<file path="src/rtl/axi4_lite_if.sv">
// rtl/axi4_lite_if.sv - AXI4-Lite bus bundle with initiator and target views
interface axi4_lite_if #(
  parameter int ADDR_BIT_WIDTH = 32,
  parameter int DATA_BIT_WIDTH = 32
);
  localparam int STRB_W = DATA_BIT_WIDTH / 8;

  logic [ADDR_BIT_WIDTH-1:0] awaddr;
  logic [2:0]                awprot;
  logic                      awvalid;
  logic                      awready;
  logic [DATA_BIT_WIDTH-1:0] wdata;
  logic [STRB_W-1:0]         wstrb;
  logic                      wvalid;
  logic                      wready;
  logic [1:0]                bresp;
  logic                      bvalid;
  logic                      bready;
  logic [ADDR_BIT_WIDTH-1:0] araddr;
  logic [2:0]                arprot;
  logic                      arvalid;
  logic                      arready;
  logic [DATA_BIT_WIDTH-1:0] rdata;
  logic [1:0]                rresp;
  logic                      rvalid;
  logic                      rready;

  modport mst_port (
    output awaddr, awprot, awvalid, input awready,
    output wdata, wstrb, wvalid, input wready,
    input bresp, bvalid, output bready,
    output araddr, arprot, arvalid, input arready,
    input rdata, rresp, rvalid, output rready
  );

  modport slv_port (
    input awaddr, awprot, awvalid, output awready,
    input wdata, wstrb, wvalid, output wready,
    output bresp, bvalid, input bready,
    input araddr, arprot, arvalid, output arready,
    output rdata, rresp, rvalid, input rready
  );
endinterface

</file>
<file path="src/rtl/axi4_lite_mst_bridge.sv">
// rtl/axi4_lite_mst_bridge.sv - single-outstanding command/response to AXI4-Lite initiator
// Optional watchdog flag o_timeout is built when AXI4_LITE_MST_BRIDGE_TIMEOUT_EN is defined.
module axi4_lite_mst_bridge #(
  parameter int ADDR_BIT_WIDTH = 32,
  parameter int DATA_BIT_WIDTH = 32,
  parameter int TIMEOUT_CYC    = 256
) (
  input  logic                        i_clk,
  input  logic                        i_async_rst_n,
  input  logic                        i_cmd_valid,
  output logic                        o_cmd_ready,
  input  logic                        i_cmd_is_wr,
  input  logic [ADDR_BIT_WIDTH-1:0]   i_cmd_addr,
  input  logic [DATA_BIT_WIDTH-1:0]   i_cmd_wdata,
  input  logic [DATA_BIT_WIDTH/8-1:0] i_cmd_wstrb,
  output logic                        o_rsp_valid,
  input  logic                        i_rsp_ready,
  output logic                        o_rsp_is_wr,
  output logic [DATA_BIT_WIDTH-1:0]   o_rsp_rdata,
  output logic [1:0]                  o_rsp_resp,
`ifdef AXI4_LITE_MST_BRIDGE_TIMEOUT_EN
  output logic                        o_timeout,
`endif
  axi4_lite_if.mst_port               if_m_axi4_lite
);
  localparam int STRB_W = DATA_BIT_WIDTH / 8;

  if ((DATA_BIT_WIDTH != 32 && DATA_BIT_WIDTH != 64) || TIMEOUT_CYC < 2) begin : g_param_chk
    $error("axi4_lite_mst_bridge: unsupported DATA_BIT_WIDTH or TIMEOUT_CYC");
  end

  typedef enum logic [2:0] {IDLE, WR_REQ, WR_RESP, RD_REQ, RD_DATA, RSP} state_t;

  state_t                    state_q, state_d;
  logic                      is_wr_q, is_wr_d;
  logic [ADDR_BIT_WIDTH-1:0] addr_q, addr_d;
  logic [DATA_BIT_WIDTH-1:0] wdata_q, wdata_d;
  logic [STRB_W-1:0]         wstrb_q, wstrb_d;
  logic                      aw_done_q, aw_done_d, w_done_q, w_done_d;
  logic [DATA_BIT_WIDTH-1:0] rdata_q, rdata_d;
  logic [1:0]                resp_q, resp_d;
  logic cmd_ready_q, cmd_ready_d, rsp_valid_q, rsp_valid_d;
  logic awvalid_q, awvalid_d, wvalid_q, wvalid_d, bready_q, bready_d;
  logic arvalid_q, arvalid_d, rready_q, rready_d;

  always_comb begin
    state_d   = state_q;
    is_wr_d   = is_wr_q;
    addr_d    = addr_q;
    wdata_d   = wdata_q;
    wstrb_d   = wstrb_q;
    aw_done_d = aw_done_q;
    w_done_d  = w_done_q;
    rdata_d   = rdata_q;
    resp_d    = resp_q;
    case (state_q)
      IDLE: if (cmd_ready_q && i_cmd_valid) begin
        is_wr_d   = i_cmd_is_wr;
        addr_d    = i_cmd_addr;
        wdata_d   = i_cmd_wdata;
        wstrb_d   = i_cmd_wstrb;
        aw_done_d = 1'b0;
        w_done_d  = 1'b0;
        state_d   = i_cmd_is_wr ? WR_REQ : RD_REQ;
      end
      // AW and W complete independently; leave only once both have handshaken.
      WR_REQ: begin
        aw_done_d = aw_done_q | (awvalid_q & if_m_axi4_lite.awready);
        w_done_d  = w_done_q | (wvalid_q & if_m_axi4_lite.wready);
        if (aw_done_d && w_done_d) state_d = WR_RESP;
      end
      WR_RESP: if (bready_q && if_m_axi4_lite.bvalid) begin
        rdata_d = '0;
        resp_d  = if_m_axi4_lite.bresp;
        state_d = RSP;
      end
      RD_REQ: if (arvalid_q && if_m_axi4_lite.arready) state_d = RD_DATA;
      RD_DATA: if (rready_q && if_m_axi4_lite.rvalid) begin
        rdata_d = if_m_axi4_lite.rdata;
        resp_d  = if_m_axi4_lite.rresp;
        state_d = RSP;
      end
      RSP: if (rsp_valid_q && i_rsp_ready) state_d = IDLE;
      default: state_d = IDLE;
    endcase
    // Handshake outputs are registered copies of the next state's decode.
    cmd_ready_d = (state_d == IDLE);
    awvalid_d   = (state_d == WR_REQ) && !aw_done_d;
    wvalid_d    = (state_d == WR_REQ) && !w_done_d;
    bready_d    = (state_d == WR_RESP);
    arvalid_d   = (state_d == RD_REQ);
    rready_d    = (state_d == RD_DATA);
    rsp_valid_d = (state_d == RSP);
  end

  always_ff @(posedge i_clk or negedge i_async_rst_n) begin
    if (!i_async_rst_n) begin
      state_q     <= IDLE;
      is_wr_q     <= 1'b0;
      addr_q      <= '0;
      wdata_q     <= '0;
      wstrb_q     <= '0;
      aw_done_q   <= 1'b0;
      w_done_q    <= 1'b0;
      rdata_q     <= '0;
      resp_q      <= 2'b00;
      cmd_ready_q <= 1'b0;
      rsp_valid_q <= 1'b0;
      awvalid_q   <= 1'b0;
      wvalid_q    <= 1'b0;
      bready_q    <= 1'b0;
      arvalid_q   <= 1'b0;
      rready_q    <= 1'b0;
    end else begin
      state_q     <= state_d;
      is_wr_q     <= is_wr_d;
      addr_q      <= addr_d;
      wdata_q     <= wdata_d;
      wstrb_q     <= wstrb_d;
      aw_done_q   <= aw_done_d;
      w_done_q    <= w_done_d;
      rdata_q     <= rdata_d;
      resp_q      <= resp_d;
      cmd_ready_q <= cmd_ready_d;
      rsp_valid_q <= rsp_valid_d;
      awvalid_q   <= awvalid_d;
      wvalid_q    <= wvalid_d;
      bready_q    <= bready_d;
      arvalid_q   <= arvalid_d;
      rready_q    <= rready_d;
    end
  end

  assign o_cmd_ready           = cmd_ready_q;
  assign o_rsp_valid           = rsp_valid_q;
  assign o_rsp_is_wr           = is_wr_q;
  assign o_rsp_rdata           = rdata_q;
  assign o_rsp_resp            = resp_q;
  assign if_m_axi4_lite.awaddr  = addr_q;
  assign if_m_axi4_lite.awprot  = 3'b000;
  assign if_m_axi4_lite.awvalid = awvalid_q;
  assign if_m_axi4_lite.wdata   = wdata_q;
  assign if_m_axi4_lite.wstrb   = wstrb_q;
  assign if_m_axi4_lite.wvalid  = wvalid_q;
  assign if_m_axi4_lite.bready  = bready_q;
  assign if_m_axi4_lite.araddr  = addr_q;
  assign if_m_axi4_lite.arprot  = 3'b000;
  assign if_m_axi4_lite.arvalid = arvalid_q;
  assign if_m_axi4_lite.rready  = rready_q;

`ifdef AXI4_LITE_MST_BRIDGE_TIMEOUT_EN
  localparam int CNT_W = $clog2(TIMEOUT_CYC + 1);

  logic [CNT_W-1:0] wd_cnt_q, wd_cnt_d;
  logic             timeout_q, timeout_d;

  // Watchdog only flags a stuck slave; the transaction itself is never abandoned.
  always_comb begin
    wd_cnt_d  = '0;
    timeout_d = timeout_q;
    if (state_d == state_q && (state_q inside {WR_REQ, WR_RESP, RD_REQ, RD_DATA})) begin
      wd_cnt_d = (wd_cnt_q == CNT_W'(TIMEOUT_CYC)) ? wd_cnt_q : wd_cnt_q + 1'b1;
    end
    if (wd_cnt_d == CNT_W'(TIMEOUT_CYC)) timeout_d = 1'b1;
  end

  always_ff @(posedge i_clk or negedge i_async_rst_n) begin
    if (!i_async_rst_n) begin
      wd_cnt_q  <= '0;
      timeout_q <= 1'b0;
    end else begin
      wd_cnt_q  <= wd_cnt_d;
      timeout_q <= timeout_d;
    end
  end

  assign o_timeout = timeout_q;
`else
`endif
endmodule

</file>
<file path="src/flat_wrapper.sv">
// flat-port wrapper written by rule: the top's interface ports become plain ports
module axi4_lite_mst_bridge_flat 
#(
  parameter int ADDR_BIT_WIDTH = 32,
  parameter int DATA_BIT_WIDTH = 32,
  parameter int TIMEOUT_CYC    = 256
)
  (i_clk, i_async_rst_n, i_cmd_valid, o_cmd_ready, i_cmd_is_wr, i_cmd_addr, i_cmd_wdata, i_cmd_wstrb, o_rsp_valid, i_rsp_ready, o_rsp_is_wr, o_rsp_rdata, o_rsp_resp, if_m_axi4_lite_awaddr, if_m_axi4_lite_awprot, if_m_axi4_lite_awvalid, if_m_axi4_lite_awready, if_m_axi4_lite_wdata, if_m_axi4_lite_wstrb, if_m_axi4_lite_wvalid, if_m_axi4_lite_wready, if_m_axi4_lite_bresp, if_m_axi4_lite_bvalid, if_m_axi4_lite_bready, if_m_axi4_lite_araddr, if_m_axi4_lite_arprot, if_m_axi4_lite_arvalid, if_m_axi4_lite_arready, if_m_axi4_lite_rdata, if_m_axi4_lite_rresp, if_m_axi4_lite_rvalid, if_m_axi4_lite_rready);
  axi4_lite_if #(.ADDR_BIT_WIDTH(ADDR_BIT_WIDTH), .DATA_BIT_WIDTH(DATA_BIT_WIDTH)) if_m_axi4_lite_i ();
  input  logic i_clk;
  input  logic i_async_rst_n;
  input  logic i_cmd_valid;
  output logic o_cmd_ready;
  input  logic i_cmd_is_wr;
  input  logic [ADDR_BIT_WIDTH-1:0] i_cmd_addr;
  input  logic [DATA_BIT_WIDTH-1:0] i_cmd_wdata;
  input  logic [DATA_BIT_WIDTH/8-1:0] i_cmd_wstrb;
  output logic o_rsp_valid;
  input  logic i_rsp_ready;
  output logic o_rsp_is_wr;
  output logic [DATA_BIT_WIDTH-1:0] o_rsp_rdata;
  output logic [1:0] o_rsp_resp;
  output wire logic [$bits(if_m_axi4_lite_i.awaddr)-1:0] if_m_axi4_lite_awaddr;
  output wire logic [$bits(if_m_axi4_lite_i.awprot)-1:0] if_m_axi4_lite_awprot;
  output wire logic [$bits(if_m_axi4_lite_i.awvalid)-1:0] if_m_axi4_lite_awvalid;
  input wire logic [$bits(if_m_axi4_lite_i.awready)-1:0] if_m_axi4_lite_awready;
  output wire logic [$bits(if_m_axi4_lite_i.wdata)-1:0] if_m_axi4_lite_wdata;
  output wire logic [$bits(if_m_axi4_lite_i.wstrb)-1:0] if_m_axi4_lite_wstrb;
  output wire logic [$bits(if_m_axi4_lite_i.wvalid)-1:0] if_m_axi4_lite_wvalid;
  input wire logic [$bits(if_m_axi4_lite_i.wready)-1:0] if_m_axi4_lite_wready;
  input wire logic [$bits(if_m_axi4_lite_i.bresp)-1:0] if_m_axi4_lite_bresp;
  input wire logic [$bits(if_m_axi4_lite_i.bvalid)-1:0] if_m_axi4_lite_bvalid;
  output wire logic [$bits(if_m_axi4_lite_i.bready)-1:0] if_m_axi4_lite_bready;
  output wire logic [$bits(if_m_axi4_lite_i.araddr)-1:0] if_m_axi4_lite_araddr;
  output wire logic [$bits(if_m_axi4_lite_i.arprot)-1:0] if_m_axi4_lite_arprot;
  output wire logic [$bits(if_m_axi4_lite_i.arvalid)-1:0] if_m_axi4_lite_arvalid;
  input wire logic [$bits(if_m_axi4_lite_i.arready)-1:0] if_m_axi4_lite_arready;
  input wire logic [$bits(if_m_axi4_lite_i.rdata)-1:0] if_m_axi4_lite_rdata;
  input wire logic [$bits(if_m_axi4_lite_i.rresp)-1:0] if_m_axi4_lite_rresp;
  input wire logic [$bits(if_m_axi4_lite_i.rvalid)-1:0] if_m_axi4_lite_rvalid;
  output wire logic [$bits(if_m_axi4_lite_i.rready)-1:0] if_m_axi4_lite_rready;
  assign if_m_axi4_lite_awaddr = if_m_axi4_lite_i.awaddr;
  assign if_m_axi4_lite_awprot = if_m_axi4_lite_i.awprot;
  assign if_m_axi4_lite_awvalid = if_m_axi4_lite_i.awvalid;
  assign if_m_axi4_lite_i.awready = if_m_axi4_lite_awready;
  assign if_m_axi4_lite_wdata = if_m_axi4_lite_i.wdata;
  assign if_m_axi4_lite_wstrb = if_m_axi4_lite_i.wstrb;
  assign if_m_axi4_lite_wvalid = if_m_axi4_lite_i.wvalid;
  assign if_m_axi4_lite_i.wready = if_m_axi4_lite_wready;
  assign if_m_axi4_lite_i.bresp = if_m_axi4_lite_bresp;
  assign if_m_axi4_lite_i.bvalid = if_m_axi4_lite_bvalid;
  assign if_m_axi4_lite_bready = if_m_axi4_lite_i.bready;
  assign if_m_axi4_lite_araddr = if_m_axi4_lite_i.araddr;
  assign if_m_axi4_lite_arprot = if_m_axi4_lite_i.arprot;
  assign if_m_axi4_lite_arvalid = if_m_axi4_lite_i.arvalid;
  assign if_m_axi4_lite_i.arready = if_m_axi4_lite_arready;
  assign if_m_axi4_lite_i.rdata = if_m_axi4_lite_rdata;
  assign if_m_axi4_lite_i.rresp = if_m_axi4_lite_rresp;
  assign if_m_axi4_lite_i.rvalid = if_m_axi4_lite_rvalid;
  assign if_m_axi4_lite_rready = if_m_axi4_lite_i.rready;
  axi4_lite_mst_bridge #(.ADDR_BIT_WIDTH(ADDR_BIT_WIDTH), .DATA_BIT_WIDTH(DATA_BIT_WIDTH), .TIMEOUT_CYC(TIMEOUT_CYC)) u_core (.i_clk(i_clk), .i_async_rst_n(i_async_rst_n), .i_cmd_valid(i_cmd_valid), .o_cmd_ready(o_cmd_ready), .i_cmd_is_wr(i_cmd_is_wr), .i_cmd_addr(i_cmd_addr), .i_cmd_wdata(i_cmd_wdata), .i_cmd_wstrb(i_cmd_wstrb), .o_rsp_valid(o_rsp_valid), .i_rsp_ready(i_rsp_ready), .o_rsp_is_wr(o_rsp_is_wr), .o_rsp_rdata(o_rsp_rdata), .o_rsp_resp(o_rsp_resp), .if_m_axi4_lite(if_m_axi4_lite_i));
endmodule
</file>
<file path="config.mk">
export PLATFORM = sky130hd
export DESIGN_NAME = axi4_lite_mst_bridge_flat
export DESIGN_NICKNAME = d
export VERILOG_FILES = /design/src/rtl/axi4_lite_if.sv /design/src/rtl/axi4_lite_mst_bridge.sv /design/src/flat_wrapper.sv
export SDC_FILE = /design/constraint.sdc
export NUM_CORES = 1
export LEC_CHECK = 0
export ABC_AREA = 1
export CORE_UTILIZATION = 39
export DETAILED_ROUTE_END_ITERATION = 7
export MAX_ROUTING_LAYER = met4
export PLACE_DENSITY = 0.8
export SYNTH_ARGS = -nofsm -noshare
export SYNTH_HDL_FRONTEND = slang
export SYNTH_SLANG_ARGS = --single-unit
export TNS_END_PERCENT = 5
</file>
<file path="constraint.sdc">
create_clock -name i_clk -period 1.6 [get_ports i_clk]
set_input_delay 0.24 -clock i_clk [delete_from_list [all_inputs] [get_ports i_clk]]
set_output_delay 0.24 -clock i_clk [all_outputs]
set_load 0.005 [all_outputs]
</file>
==> results.toml, run 1 <==
[cts]
cts.reportedPaths.clkPinSlew_ps = 50
insertion_delay_ps = 400
h-tree-depth = 4
cts_tree = "built"
clockBufferDepth = 2
numCtsBuffers = 17
cts_root_buffer = "clkbuf_16"
cts.sinks = 115

[floorplan]
dieHeight_um = 113
start_util = 0.402
coreArea_sq_um = 12100
die_area_sq_um = 12900
rows = 40
fp.dieW_um = 113
io_pins = 262

[power_and_ir_drop]
irDropWorstVdd_mv = 0.800
seqPwrFrac = 0.337
p_int_mw = 10.7
p_per_area_nw_per_um2 = 1900
p_leak_nw = 3.82
switching_share = 0.303
switchingPower_mw = 4.66
power_mw = 15.4
pwr-share-comb = 0.411
clkPwrFrac = 0.252

[worst_setup_path]
path_cells = "clkdlybuf4s50_1"
critPathKind = "reg2out"
cp_max_fo = 3
crit_slowest_cell = "clkdlybuf4s50_1"
critical_path.top_delay_family = "buffers and inverters"
cp-startpoint = "u_core.if_m_axi4_lite.araddr[1]$_DFFE_PN0P_"
critical_path_buf_inv_count = 1
cp.required_ps = 1360
worstReg2RegStart = "u_core.state_q[2]$_DFF_PN0_"
worstSetupStartpointType = "register"
end_kind = "primary output"
max_stage_delay_ps = 530
cp.arrival_ps = 1310

[timing]
setup_viol = 0
hold_viol_final = 0
fin_hold_ws_ps = 240
finClkSkew_ps = 9.42
period_needed_ps = 1550
max_freq_mhz = 647
period_share = 0.966
maxSlewViolCount = 0
grt_setup_unrepaired = "no"
setup_slack_ps = 54.6

[routing]
drcViolationCount = 0
drtPass1Iterations = 5
via_count = 4389
avgRoutedWirePerCell_um = 13.7
via_per_inst = 4.54
drtIter0Drc = 269
wirelength_um = 13200
postRouteAntennaNets = 0

[final_layout]
seqCellArea_sq_um = 2880
nets = 899
drive_above_1_share = 0.0727
multi_input_area_sq_um = 1420
instances_no_fill = 966
antenna_cells = 0
fillCellCount = 928
final_cell_mix = "clkdlybuf4s50_1, nand2_1, dfrtp_1, inv_1, nand3_1"
area_growth_pct = 66.4
final_common_cell = "clkdlybuf4s50_1"

[worst_hold_path]
hold_path_class = "in2async"

[synthesis]
ys_seq_elements = 115
ys_types = 25
syn_inst = 551
syn_avg_cell_area_sq_um = 8.80
synth_warnings = 0
synth_seq_area_share = 0.594
syn-cell-area_sq_um = 4850

[global_routing]
track_usage = 0.215
antenna_found_initial = 0
gr-total-overflow = 0
grt_pass1_vias = 4352
grt_max_degree = 55
grt_pass1_wl_um = 21100

[placement]
placedCellCount = 930
pre_cts_slack_ps = -53.9
dp_hpwl_um = 9560
place_congestion = 0.805
port_buffers = 255

[run]
cap_violations = 0

[outcome]
status = "finished clean"
[area by class of cell]
| cell class | count | area share |
|---|---|---|
| inverter | 43 | 0.0202 |
| tap | 168 | 0.0261 |
| clock buffer | 18 | 0.0532 |
| clock inverter | 14 | 0.0233 |
| timing repair buffer | 272 | 0.344 |
| multi-input combinational | 336 | 0.176 |
| sequential | 115 | 0.357 |
[repair_timing]
item | 4_1_cts | 5_1_grt
endpoints found under the hold margin | 13 | 0
buffers inserted | 0 | 2
resized for setup | 0 | 8
hold buffers | 1 | 0
endpoints found under the setup margin | 0 | 38
[path summary, 6_finish.rpt]
kind                                                           endpoint  slack (ps)  depth (start not counted)
setup reg to reg                     u_core.o_rsp_rdata[15]$_DFFE_PN0P_          90                          7
hold / removal             u_core.if_m_axi4_lite.araddr[12]$_DFFE_PN0P_         240                          2
setup / recovery                               if_m_axi4_lite_araddr[1]          50                          1
min in group i_clk          u_core.if_m_axi4_lite.wdata[10]$_DFFE_PN0P_         380                          3
hold reg to reg              u_core.if_m_axi4_lite.wstrb[1]$_DFFE_PN0P_         480                          2
max in group asynchronous                   u_core.state_q[1]$_DFF_PN0_         790                          3
[through the flow]
stage                     setup TNS [ps]   util  cell area [sq um]
after floorplan                        0      -               4870
after global placement                 0  0.612               7380
after detailed placement            -583  0.612               7380
after CTS                              0  0.664               8010
after global routing                   0  0.669               8070
final                                  0  0.669               8070
[metal layers]
| layer | vias to the layer above | share of wire | track usage |
|---|---|---|---|
| met3 | 20 | 0.054 | 0.0452 |
| met5 | - | 0 | - |
| li1 | 2128 | - | - |
| met2 | 178 | 0.50 | 0.356 |
| met4 | 0 | 0.021 | 0.0895 |
| met1 | 2063 | 0.42 | 0.257 |
[power by group through the flow]
stage	Combinational [mW]	Clock (mW)	Sequential (mW)
3_3_place_gp	6.12	0	5.13
5_1_grt	6.89	4.14	5.36
3_5_place_dp	6.31	0	5.16
2_1_floorplan	2.45	0	5.16
6_report	6.31	3.87	5.17
4_1_cts	6.34	3.97	5.16
[state kept, by name, indices dropped and copies added (netlist names)]
name                           count
u_core.aw_done_q                   1
u_core.if_m_axi4_lite.araddr      32
u_core.if_m_axi4_lite.arvalid      1
u_core.if_m_axi4_lite.awvalid      1
u_core.if_m_axi4_lite.bready       1
u_core.if_m_axi4_lite.rready       1
u_core.if_m_axi4_lite.wdata       32
u_core.if_m_axi4_lite.wstrb        4
u_core.if_m_axi4_lite.wvalid       1
u_core.o_cmd_ready                 1
u_core.o_rsp_is_wr                 1
u_core.o_rsp_rdata                32
u_core.o_rsp_resp                  2
u_core.o_rsp_valid                 1
u_core.state_q                     3
u_core.w_done_q                    1
[synthesized netlist by cell type (all sizes together)]
master  count  area, sq um
a21oi       3         15.0
a31oi       2         12.5
and2        1         6.26
buf        56          398
clkbuf      6         22.5
conb        1         3.75
dfrtp     115         2880
inv        43          161
nand2     228          858
nand3      39          205
nand3b      1         7.51
nand4       3         18.8
nor2       16         62.6
nor3        1         5.00
o21a        1         7.51
o21ai      35          186
[cell families (layout without fill, tap and decap cells)]
logic type | Yosys count | count (layout) | synth area share
compound gates | 41 | 41 | 0.0457
buf+inv | 105 | 347 | 0.120
other cells | 1 | 6 | 0.000773
flops | 115 | 115 | 0.594
simple gates | 289 | 289 | 0.240
No activity file was read; power rests on OpenSTA's default activity.
==> run 2: changes to the inputs <==
SLEW_MARGIN = 15   (was not set)
==> results of run 2 <==
Same layout as run 1: the final DEF is identical, and so are final timing and power.
==> run 3: changes to the inputs <==
--- a/config.mk
+++ b/config.mk
@@ -7,8 +7,10 @@
 export LEC_CHECK = 0
 export ABC_AREA = 1
-export CORE_UTILIZATION = 39
+export CELL_PAD_IN_SITES_DETAIL_PLACEMENT = 1
+export CELL_PAD_IN_SITES_GLOBAL_PLACEMENT = 1
+export CORE_UTILIZATION = 27
 export DETAILED_ROUTE_END_ITERATION = 7
 export MAX_ROUTING_LAYER = met4
-export PLACE_DENSITY = 0.8
+export PLACE_DENSITY_LB_ADDON = 0.1
 export SLEW_MARGIN = 15
 export SYNTH_ARGS = -nofsm -noshare
==> constraint.sdc (replaced) <==
create_clock -name i_clk -period 1.6 [get_ports i_clk]
set_input_delay 0.24 -clock i_clk [delete_from_list [all_inputs] [get_ports i_clk]]
set_output_delay 0.24 -clock i_clk [all_outputs]
set_load 0.05 [all_outputs]
==> results.toml, run 3 (synthesized netlist as in run 1, its figures left out) <==
[global_routing]
grt_pass1_wl_um = 23500
grt_max_degree = 53
antenna_found_initial = 0
gr-total-overflow = 0
track_usage = 0.172
grt_pass1_vias = 4651

[cts]
postCtsSetupBuffers = 0
cts_tree = "built"
cts.sinks = 115
cts.reportedPaths.clkPinSlew_ps = 60
cts_root_buffer = "clkbuf_16"
numCtsBuffers = 17
insertion_delay_ps = 410
h-tree-depth = 4
clockBufferDepth = 2

[routing]
wirelength_um = 15500
wl_met1_um = 6300
via_count = 4431
drcViolationCount = 0
postRouteAntennaNets = 0
avgRoutedWirePerCell_um = 15.0
drtIter0Drc = 110
via_per_inst = 4.30
maxUsedRoutingLayer = "met4"
wl_met2_um = 8180
wl_met3_um = 836
drtPass1Iterations = 4

[worst_setup_path]
r2r_end = "u_core.o_rsp_rdata[23]$_DFFE_PN0P_"
worstSetupStartpointType = "register"
r2r_slack_ps = 80
path_cells = "nor2_4 -> nand2_4 -> o21ai_4 -> clkbuf_16 -> o21ai_0"
cp.required_ps = 1880
worstReg2RegStart = "u_core.state_q[0]$_DFF_PN0_"
end_kind = "register"
critPathKind = "reg2reg"
cp-startpoint = "u_core.state_q[0]$_DFF_PN0_"
max_stage_delay_ps = 460
reg2reg_depth = 5
crit_slowest_cell = "dfrtp_2"
crit_end = "u_core.o_rsp_rdata[23]$_DFFE_PN0P_"
cp.arrival_ps = 1800
cp_max_fo = 26

[placement]
placedCellCount = 997
place_congestion = 0.752
dp_hpwl_um = 11500
pre_cts_slack_ps = -78.8
port_buffers = 255
postPlaceCellArea_sq_um = 7220

[final_layout]
instances_no_fill = 1031
drive_above_1_share = 0.257
nets = 908
area_growth_pct = 63.4
final_util = 0.455
fillCellCount = 2007
stdcell_area_sq_um = 7920
antenna_cells = 0
seqCellArea_sq_um = 2880
final_cell_mix = "nand2_1, buf_4, dfrtp_1, clkdlybuf4s50_1, inv_1"
final_common_cell = "nand2_1"
multi_input_area_sq_um = 1420

[timing]
setup_slack_ps = 81.7
tns_ps = 0
max_freq_mhz = 659
hold_viol_final = 0
setup_viol = 0
maxSlewViolCount = 0
finClkSkew_ps = 6.04
period_needed_ps = 1520
period_share = 0.949
fin_hold_ws_ps = 312

[power_and_ir_drop]
irDropWorstVdd_mv = 1.28
clkPwrFrac = 0.191
pwr-share-comb = 0.560
p_leak_nw = 4.06
p_per_area_nw_per_um2 = 2640
p_int_mw = 10.4
switchingPower_mw = 10.5
power_mw = 20.9
switching_share = 0.503
seqPwrFrac = 0.250

[floorplan]
coreArea_sq_um = 17400
fp.dieW_um = 136
io_pins = 262
rows = 48
die_area_sq_um = 18500
start_util = 0.278
dieHeight_um = 136

[outcome]
status = "finished clean"

[run]
cap_violations = 0

[worst_hold_path]
hold_path_class = "in2async"
==> run 3: worst min path at each step <==
| stage | startpoint | to | slack [ps] | depth (start not counted) |
|---|---|---|---|---|
| after CTS | i_async_rst_n | u_core.if_m_axi4_lite.araddr[3]$_DFFE_PN0P_ | 320 | 2 |
| after global routing | i_async_rst_n | u_core.if_m_axi4_lite.araddr[3]$_DFFE_PN0P_ | 340 | 2 |
| final | i_async_rst_n | u_core.if_m_axi4_lite.araddr[3]$_DFFE_PN0P_ | 310 | 2 |
| after global placement | i_async_rst_n | u_core.if_m_axi4_lite.araddr[3]$_DFFE_PN0P_ | 210 | 1 |
| after floorplan | i_async_rst_n | u_core.aw_done_q$_DFF_PN0_ | -60 | 0 |
| after detailed placement | i_async_rst_n | u_core.if_m_axi4_lite.araddr[3]$_DFFE_PN0P_ | 210 | 1 |
==> run 3: power by group through the flow <==
stage,sequential (mW),clock (mW),combinational [mW]
floorplan,9.51,0,3.77
CTS,5.23,4.10,11.8
detailed placement,5.23,0,11.8
global route,5.42,4.19,12.4
finish,5.23,3.99,11.7
global placement,5.17,0,11.6
==> run 3: cell type report <==
type,instances,area share
clock buffer,21,0.0594
clock inverter,10,0.0196
inverter,43,0.0204
multi-input combinational,336,0.179
sequential,115,0.364
tap,225,0.0355
timing repair buffer,281,0.323
==> run 3: metal layers <==
metal,global-route usage,up-vias
met5,-,-
li1,-,2138
met2,0.294,139
met1,0.195,2141
met3,0.0380,13
met4,0.0630,0
==> run 3: repair_timing <==
action	in CTS	in global routing
hold buffers	1	0
resized for setup	0	5
hold endpoints to repair	22	0
setup endpoints to repair	0	39
==> run 3: worst max-delay path, delay by kind of cell (launching register included) <==
| kind | cells | cell delay [ps] |
|---|---|---|
| and+or+nand+nor | 2 | 260 |
| DFF | 1 | 460 |
| AOI/OAI and AO/OA | 2 | 400 |
| buffers and inverters | 1 | 260 |
